==> src/rtl/multiplier_4_pkg.sv <==
// Shared constants for the sequential Booth multiplier.
// State encodings stay plain localparams so legacy RTL can compare against them directly.
package multiplier_4_pkg;

  localparam logic [0:0] ST_IDLE = 1'b0;
  localparam logic [0:0] ST_BUSY = 1'b1;

endpackage

==> src/rtl/multiplier_4.sv <==
// Sequential signed multiplier: radix-2 Booth, one step per clock, nb steps per product.
// A single nb+1-bit adder serves both add and subtract through invert/carry-in.
module multiplier_4
  import multiplier_4_pkg::*;
#(
  parameter int nb = 32
) (
  input  logic              clk,
  input  logic              rst,
  input  logic              start,
  input  logic [nb-1:0]     A,
  input  logic [nb-1:0]     B,
  output logic [2*nb-1:0]   Product,
  output logic              busy,
  output logic              done
);

  localparam int CW = $clog2(nb + 1);
  localparam logic [CW-1:0] LAST = CW'(nb - 1);

  logic [0:0]    state;
  logic [nb-1:0] m;
  logic [nb-1:0] q;
  logic          q_m1;
  logic [nb:0]   acc;
  logic [CW-1:0] count;

  logic [nb:0]   m_ext;
  logic [nb:0]   addend;
  logic [nb:0]   sum;
  logic          do_op;
  logic          sub;

  // Acc is one bit wider than M so subtracting M = -2^(nb-1) cannot overflow.
  always_comb begin
    m_ext  = {m[nb-1], m};
    do_op  = q[0] ^ q_m1;
    sub    = q[0] & ~q_m1;
    addend = '0;
    if (do_op) begin
      addend = sub ? ~m_ext : m_ext;
    end
    sum = acc + addend + {{nb{1'b0}}, sub};
  end

  assign busy = (state == ST_BUSY);

  always_ff @(posedge clk or posedge rst) begin
    if (rst) begin
      state   <= ST_IDLE;
      m       <= '0;
      q       <= '0;
      q_m1    <= 1'b0;
      acc     <= '0;
      count   <= '0;
      Product <= '0;
      done    <= 1'b0;
    end else begin
      done <= 1'b0;
      case (state)
        ST_IDLE: begin
          if (start) begin
            m     <= A;
            q     <= B;
            q_m1  <= 1'b0;
            acc   <= '0;
            count <= '0;
            state <= ST_BUSY;
          end
        end
        ST_BUSY: begin
          acc   <= {sum[nb], sum[nb:1]};
          q     <= {sum[0], q[nb-1:1]};
          q_m1  <= q[0];
          count <= count + 1'b1;
          // The final product is the post-shift {Acc[nb-1:0], Q}, i.e. {sum, Q[nb-1:1]}.
          if (count == LAST) begin
            Product <= {sum, q[nb-1:1]};
            done    <= 1'b1;
            state   <= ST_IDLE;
          end
        end
        default: state <= ST_IDLE;
      endcase
    end
  end

endmodule

==> config.mk <==
export PLATFORM = sky130hd
export DESIGN_NAME = multiplier_4
export DESIGN_NICKNAME = d
export VERILOG_FILES = /design/src/rtl/multiplier_4_pkg.sv /design/src/rtl/multiplier_4.sv
export SDC_FILE = /design/constraint.sdc
export NUM_CORES = 1
export LEC_CHECK = 0
export BUFFER_PORTS_ARGS = -buffer_cell sky130_fd_sc_hd__buf_4
export CAP_MARGIN = 20
export CELL_PAD_IN_SITES_DETAIL_PLACEMENT = 0
export CELL_PAD_IN_SITES_GLOBAL_PLACEMENT = 2
export CORE_MARGIN = 10
export CORE_UTILIZATION = 35
export CTS_CLUSTER_SIZE = 14
export DETAILED_ROUTE_END_ITERATION = 10
export PLACE_DENSITY_LB_ADDON = 0.1
export SETUP_SLACK_MARGIN = 0.2
export SLEW_MARGIN = 15
export SYNTH_ARGS = -nofsm -noshare
export SYNTH_HDL_FRONTEND = slang
export SYNTH_SLANG_ARGS = --single-unit
export TNS_END_PERCENT = 5
==> constraint.sdc <==
create_clock -name clk -period 10.5 [get_ports clk]
set_input_delay 1.575 -clock clk [delete_from_list [all_inputs] [get_ports clk]]
set_output_delay 1.575 -clock clk [all_outputs]
set_load 0.01 [all_outputs]
==> results of run 1 <==
==> worst paths after layout <==
check                           start          end  slack (ps)  cells after the start
max                              q_m1      acc[29]        6470                     13
min                        Product[8]   Product[8]         480                      2
max reg2reg                      q_m1      acc[29]        6470                     13
min reg2reg                Product[8]   Product[8]         480                      2
max in group asynchronous         rst         busy        7370                      4
min in group asynchronous         rst  Product[28]        1160                      2
==> critical path: stages, from the launching register on <==
cell	delay, ps
dfrtp_1	360
inv_1	70
ha_2	160
buf_4	490
xnor2_1	190
nor2_1	70
fa_1	440
fa_1	410
a21o_1	200
a221o_1	360
a21oi_1	380
a21oi_1	140
or3_1	360
a32o_1	270
==> registers in the layout, indices dropped and copies added (netlist names) <==
name / count
q: 32
m: 32
Product: 64
count: 6
acc: 32
q_m1: 1
done: 1
busy: 1
==> where the power goes <==
part	switching, mW	internal, mW
registers	0.208	0.978
logic	1.50	1.09
clock network	0.312	0.319
total	2.02	2.38
==> final cells by class <==
| cell class | count | area (sq um) | area share |
|---|---|---|---|
| clock buffers | 18 | 429.2 | 0.03941 |
| clock inverters | 14 | 151.4 | 0.01390 |
| inverters | 12 | 50.05 | 0.004596 |
| multi-input cells | 771 | 4558 | 0.4185 |
| flip-flops and latches | 169 | 4230 | 0.3884 |
| well taps | 330 | 412.9 | 0.03791 |
| repair buffers | 141 | 1059 | 0.09720 |
==> stage by stage <==
step	util	setup slack, ps	instances
final	0.4300	6471	1455
after global routing	0.4300	6225	1455
after CTS	0.4300	6463	1455
after detailed placement	0.4071	6513	1423
after global placement	0.4071	6577	1423
after floorplan	-	4350	1010
==> routing by layer <==
layer / vias up / global-route usage / part of all wire
met1: 3519 / 0.2276 / 0.51
met2: 170 / 0.2428 / 0.43
met3: 22 / 0.03057 / 0.048
met4: 0 / 0.04396 / 0.012
li1: 3716 / - / -
met5: - / 0 / 0
==> kinds of logic after synthesis <==
group | after synthesis
adder cells (fa/ha/maj) | 35
flip-flops | 169
AND/OR/NAND/NOR | 437
buffers and inverters | 70
XOR/XNOR | 46
AO/OA/AOI/OAI | 212
multiplexers | 41
==> layout by cell type, fill, tap and decap left out, types with 10 or more instances in the layout <==
| cell | instances |
|---|---|
| nand2_1 | 304 |
| dfrtp_1 | 168 |
| buf_4 | 141 |
| o21ai_0 | 56 |
| nor2_1 | 52 |
| xnor2_1 | 39 |
| mux2i_1 | 34 |
| a21oi_1 | 33 |
| ha_1 | 32 |
| o31ai_1 | 19 |
| clkbuf_16 | 17 |
| a21o_1 | 14 |
| a22o_1 | 13 |
| nand3_1 | 13 |
| nor3_1 | 13 |
| o21a_1 | 12 |
| or3_1 | 11 |
| inv_1 | 10 |
==> run metrics, run 1 <==
fillers 2560; TritonCTS clock tree yes; main combinational cell family by area after synthesis simple AND/OR/NAND/NOR gates; XOR/XNOR share of the synthesized area 0.04454; Leak 5.326 nW; setup bufs post-CTS 0; clk sink count 169; clock latency on the worst-skew pair 440 ps; Clock transition at path regs 80 ps; DRC Markers 0; Core Region 0.02533 sq mm; die area 0.03268 sq mm; crit path max fanout 33; top cells by count, synth nand2_1 (304), dfrtp_1 (169), o21ai_0 (56); Yosys warnings 0; Setup crit end kind flip-flop; Netlist Area Pre-Place 0.009046 sq mm; Post-CTS Hold Buffers 0; highest clock rate 248.2 MHz; Worst setup SP type flip-flop; drt first pass iters 4; largest net degree at the start of global routing 96; Area after DPL 0.01031 sq mm; HPWL after DPL 17750 um; ant diodes 0; # resized after CTS 0; grt total ovfl 0; post-synthesis mux area share 0.04633; Chip Height 180.8 um; Syn Nets 1112; All-Layer GR Usage 0.1603; WS Path Type flip-flop to flip-flop; port bufs 132; setup_tns 0 ps; Adder-Cell Fraction of Synth Area 0.05007; DR iter-0 viols 503; Area contributors post-synth dfrtp_1 (47%), nand2_1 (13%), ha_1 (4.6%), xnor2_1 (3.8%), mux2i_1 (3.8%); CTS max path bufs 2; wire per inst 17.99 um; RSZ-0062 raised after global routing no; Final Hold Vio Count 0; Tcrit/Tclk final 0.3837; CTS Buf Count 17; number of nets in the layout 1214; share of layout cells above drive strength 1 0.1769; slew at the pin closest to its max-slew limit 966.6 ps; Yosys top cell by area dfrtp_1; Mapped Cells 1010; CTS H-tree lvls 4; Tmin final slightly above 4000 ps; first-pass GRT wire length about 43000 um; Tot Pwr 4.401 mW; final wirelength 26170 um; post-synthesis sequential area ratio 0.4675; Setup violations, final 0; Synth top area share 0.4675; # IOs about 130; flop and latch count out of synthesis 169; worst path required time around 11000 ps; worst-case vdd ir drop 0.1323 mV; Rel. slew slack 0.3556; Worst EP arrival 4340 ps; CTS Root Cell clkbuf_16; count of final max-slew check failures 0; Final Cell Area 0.01089 sq mm; clock skew 13.72 ps; antenna violations before repair 0; post-route ant nets 0; initial core utilization 0.3572; syn_area_per_cell between 8 and 9 sq um; Synth async-reset ratio 1.000; Post-synth EDFFs 0; Synth Area in Compound Gates 0.1593; Area Overhead vs Synth 20.39%; status finished clean; Hold Slack 476.8 ps; PD cells about 400 mW/mm^2; top-count cell post-synth nand2_1; vias in the first global route 7718; num rows 58; routability cong. 0.8518; Synth Area in Simple Gates 0.2018; total number of vias 7427; unique cell type count in the Yosys netlist 59; MaxCap Viol Count 0; vias per inst 5.104; Hold Path Class flip-flop to flip-flop; width of the die 180.8 um; ys flop type dfrtp_1
Note: power is estimated with default switching activity, not from simulation.
==> run 2: changes to the inputs <==
Settings changed: ABC_AREA set to 1, CORE_UTILIZATION 35 to 34.
Clock period 10.5 ns to 4.22 ns, I/O delays scaled along.
==> run 2 against run 1 <==
Net effect: routed wire length is 9.1% higher; clock power grew to 2.6 times the previous value; register-to-register slack worse by 5400 ps; power grew to 2.7 times the previous value; synthesized cell count is 24% higher; critical path depth is 3 higher; global-route usage is 0.37 points higher; core utilization is 1.7 points lower; flip-flop and latch count stayed put; via count is 6.9% higher; area after synthesis is 5.9% higher; cell area is 5.5% higher; critical path type unchanged.
==> run metrics, run 2 <==
Adder-Cell Fraction of Synth Area 0.04726 (was 0.05007); width of the die 187.9 um (was 180.8 um); Post-CTS Hold Buffers 0 (unchanged); clock skew 13.94 ps (was 13.72 ps); top cells by count, synth nand2_1 (498), dfrtp_1 (169), inv_1 (163) (was nand2_1 (304), dfrtp_1 (169), o21ai_0 (56)); slew at the pin closest to its max-slew limit 972.0 ps (was 966.6 ps); CTS Buf Count 17 (unchanged); Netlist Area Pre-Place 0.009584 sq mm (was 0.009046 sq mm); CP peak stage delay 570 ps (was 490 ps); RSZ-0062 raised after global routing no (unchanged); count of final max-slew check failures 0 (unchanged); GR Util met1 0.2116 (was 0.2276); highest-count cells in the layout ignoring fill and taps nand2_1 (498), dfrtp_1 (169), inv_1 (161) (was nand2_1 (304), dfrtp_1 (168), buf_4 (141)); DR iter-0 viols 452 (was 503); Yosys warnings 0 (unchanged); WS Path Type flip-flop to flip-flop (unchanged); post-synthesis mux area share 0 (was 0.04633); pre-CTS WS 1007 ps (was 6513 ps); total number of vias 7936 (was 7427); Inst Count DP 1724 (was 1423); Largest Register Product (unchanged); most common cell after layout, fill and taps aside nand2_1 (unchanged); crit path max fanout 21 (was 33); Worst setup SP type flip-flop (unchanged); Hold Path Class input pin to flip-flop (was flip-flop to flip-flop); antenna violations before repair 0 (unchanged); highest clock rate 315.7 MHz (was 248.2 MHz); # resized after CTS 0 (unchanged); Rel. slew slack 0.3520 (was 0.3556); main combinational cell family by area after synthesis simple AND/OR/NAND/NOR gates (unchanged); Area contributors post-synth dfrtp_1 (44%), nand2_1 (20%), inv_1 (6.4%), ha_1 (4.3%), xnor2_1 (3.9%) (was dfrtp_1 (47%), nand2_1 (13%), ha_1 (4.6%), xnor2_1 (3.8%), mux2i_1 (3.8%)); combinational fraction of design power 0.620 (was 0.587); number of nets in the layout 1468 (was 1214); flop and latch count out of synthesis 169 (unchanged); Final Hold Vio Count 0 (unchanged); post-synthesis sequential area ratio 0.4413 (was 0.4675); ant diodes 0 (unchanged); port bufs 132 (unchanged); Leak 6.120 nW (was 5.326 nW); Clock power frac 0.137 (was 0.143); Clock transition at path regs 70 ps (was 80 ps); global-route met3 utilization 0.02894 (was 0.03057); ys flop type dfrtp_1 (unchanged); Synth async-reset ratio 1.000 (unchanged); first-pass GRT wire length 45920 um (was 43010 um); Area Overhead vs Synth 19.83% (was 20.39%); post-route setup slack 1053 ps (was 6471 ps); share of layout cells above drive strength 1 0.1756 (was 0.1769); DRC Markers 0 (unchanged); routability cong. 0.8525 (was 0.8518); Internal Power 6.050 mW (was 2.385 mW); MaxCap Viol Count 0 (unchanged); grt total ovfl 0 (unchanged); vias in the first global route 8353 (was 7718); Setup violations, final 0 (unchanged); # IOs 133 (unchanged); fin cells 1756 (was 1455); worst path required time 4560 ps (was 10820 ps); Core Region 0.02778 sq mm (was 0.02533 sq mm); drt first pass iters 5 (was 4); NetSw 5.917 mW (was 2.016 mW); switching part of the total 0.4944 (was 0.4581); status finished clean (unchanged); share of total power in sequential cells 0.243 (was 0.269); final wirelength 28550 um (was 26170 um); Synth Area in Simple Gates 0.2803 (was 0.2018); clk sink count 169 (unchanged); All-Layer GR Usage 0.1640 (was 0.1603); Mapped Cells 1251 (was 1010); num rows 61 (was 58); PD cells 1042 mW/mm^2 (was 404.1 mW/mm^2); worst-case vdd ir drop 0.2742 mV (was 0.1323 mV); vias per inst 4.519 (was 5.104); Setup crit end kind flip-flop (unchanged); unique cell type count in the Yosys netlist 35 (was 59); Tmin final 3167 ps (was 4029 ps); CTS Root Cell clkbuf_16 (unchanged); setup_tns 0 ps (unchanged); TritonCTS clock tree yes (unchanged); Synth Area in Compound Gates 0.09426 (was 0.1593); critical path's most frequent cell nand2_2; syn_area_per_cell 7.661 sq um (was 8.957 sq um); met2 Usage GRT 0.2780 (was 0.2428); max reg flops 64 (unchanged); CTS max path bufs 2 (unchanged); Tot Pwr 11.97 mW (was 4.401 mW); ordered cell list for the critical path inv_1 > ha_2 > xnor2_1 > nor2_1 > fa_1 > fa_1 > nand2_2 > nand2_2 > nand3_2 > nand2_2 > nand2_1 > nand2_2 > nand2_1 > nand3_1 > nand3_1 > nand2_1 (was inv_1 > ha_2 > buf_4 > xnor2_1 > nor2_1 > fa_1 > fa_1 > a21o_1 > a221o_1 > a21oi_1 > a21oi_1 > or3_1 > a32o_1); Hold Slack 381.6 ps (was 476.8 ps); Chip Height 187.9 um (was 180.8 um); wire per inst 16.26 um (was 17.99 um); Worst EP arrival 3500 ps (was 4340 ps); gr busiest metal met2 (unchanged); top-count cell post-synth nand2_1 (unchanged); die area 0.03530 sq mm (was 0.03268 sq mm); post-route ant nets 0 (unchanged); Yosys top cell by area dfrtp_1 (unchanged); Slowest-stage cell, CP ha_2 (was buf_4); Post-synth EDFFs 0 (unchanged); clock latency on the worst-skew pair 440 ps (about the same); setup bufs post-CTS 0 (unchanged); Tcrit/Tclk final 0.7506 (was 0.3837); XOR/XNOR share of the synthesized area 0.04295 (was 0.04454); initial core utilization 0.3450 (was 0.3572); HPWL after DPL 21080 um (was 17750 um); Synth top area share 0.4413 (was 0.4675); Syn Nets 1353 (was 1112); largest net degree at the start of global routing 170 (was 96); CTS H-tree lvls 4 (unchanged)
==> run 2: cell count changes after synthesis, sizes merged, moves of 10 or more <==
cell	delta
mux2i	-34
o31ai	-19
a21oi	-13
nand3	+47
o221ai	+31
nor2	+25
a22o	-12
o21a	-12
inv	+155
nand2	+208
clkbuf	-23
buf	+10
or3	-11
a21o	-13
==> run 2: stage by stage <==
stage	area, sq um	util
final	11480	0.4134
after global routing	11480	0.4134
after CTS	11460	0.4127
after detailed placement	10870	0.3912
after global placement	10870	0.3912
after floorplan	9588	-
==> run 2: cell families after synthesis <==
kind of cell    count (synthesis)
buf+inv                       212
flops                         169
compound gates                125
xor+xnor                       47
fa+ha+maj                      35
simple gates                  663
==> run 2: final cells by class <==
type	count	area, sq um
inverters	167	633.1
clock inverters	13	157.7
fillers	2995	16300
clock buffers	18	439.2
repair buffers	141	1096
flip-flops and latches	169	4229
well taps	378	473.0
multi-input cells	870	4457
==> run 2: per-layer routing <==
| metal | wire, um | up-vias | share of wire |
|---|---|---|---|
| li1 | - | 4129 | - |
| met1 | 13560 | 3670 | 0.47 |
| met2 | 13830 | 114 | 0.48 |
| met3 | 841 | 23 | 0.029 |
| met4 | 317 | 0 | 0.011 |
| met5 | 0 | - | 0 |
==> run 2: worst max-delay path, delay by kind of cell, from the launching register on <==
kind | cells | cell delay (ps)
flip-flops | 1 | 360
AND/OR/NAND/NOR | 11 | 1000
XOR/XNOR | 1 | 180
buffers and inverters | 1 | 70
adder cells (fa/ha/maj) | 3 | 1470
==> run 2: path summary, 6_finish.rpt <==
check                            start          end  slack (ps)  cells after the start
hold reg to reg            Product[49]  Product[49]         480                      2
hold / removal                   A[27]        m[27]         380                      3
min in group asynchronous          rst  Product[26]         410                      3
setup reg to reg                  q_m1      acc[23]        1050                     16
max in group asynchronous          rst      acc[25]        3060                      3
setup / recovery                  q_m1      acc[23]        1050                     16
==> run 2: power groups by stage <==
| stage | clock network, mW | logic, mW | registers [mW] |
|---|---|---|---|
| 2_1_floorplan | 0 | 5.27 | 2.94 |
| 3_3_place_gp | 0 | 7.48 | 2.95 |
| 3_5_place_dp | 0 | 7.52 | 2.94 |
| 4_1_cts | 1.69 | 7.54 | 2.92 |
| 5_1_grt | 1.76 | 8.44 | 3.01 |
| 6_report | 1.64 | 7.41 | 2.91 |
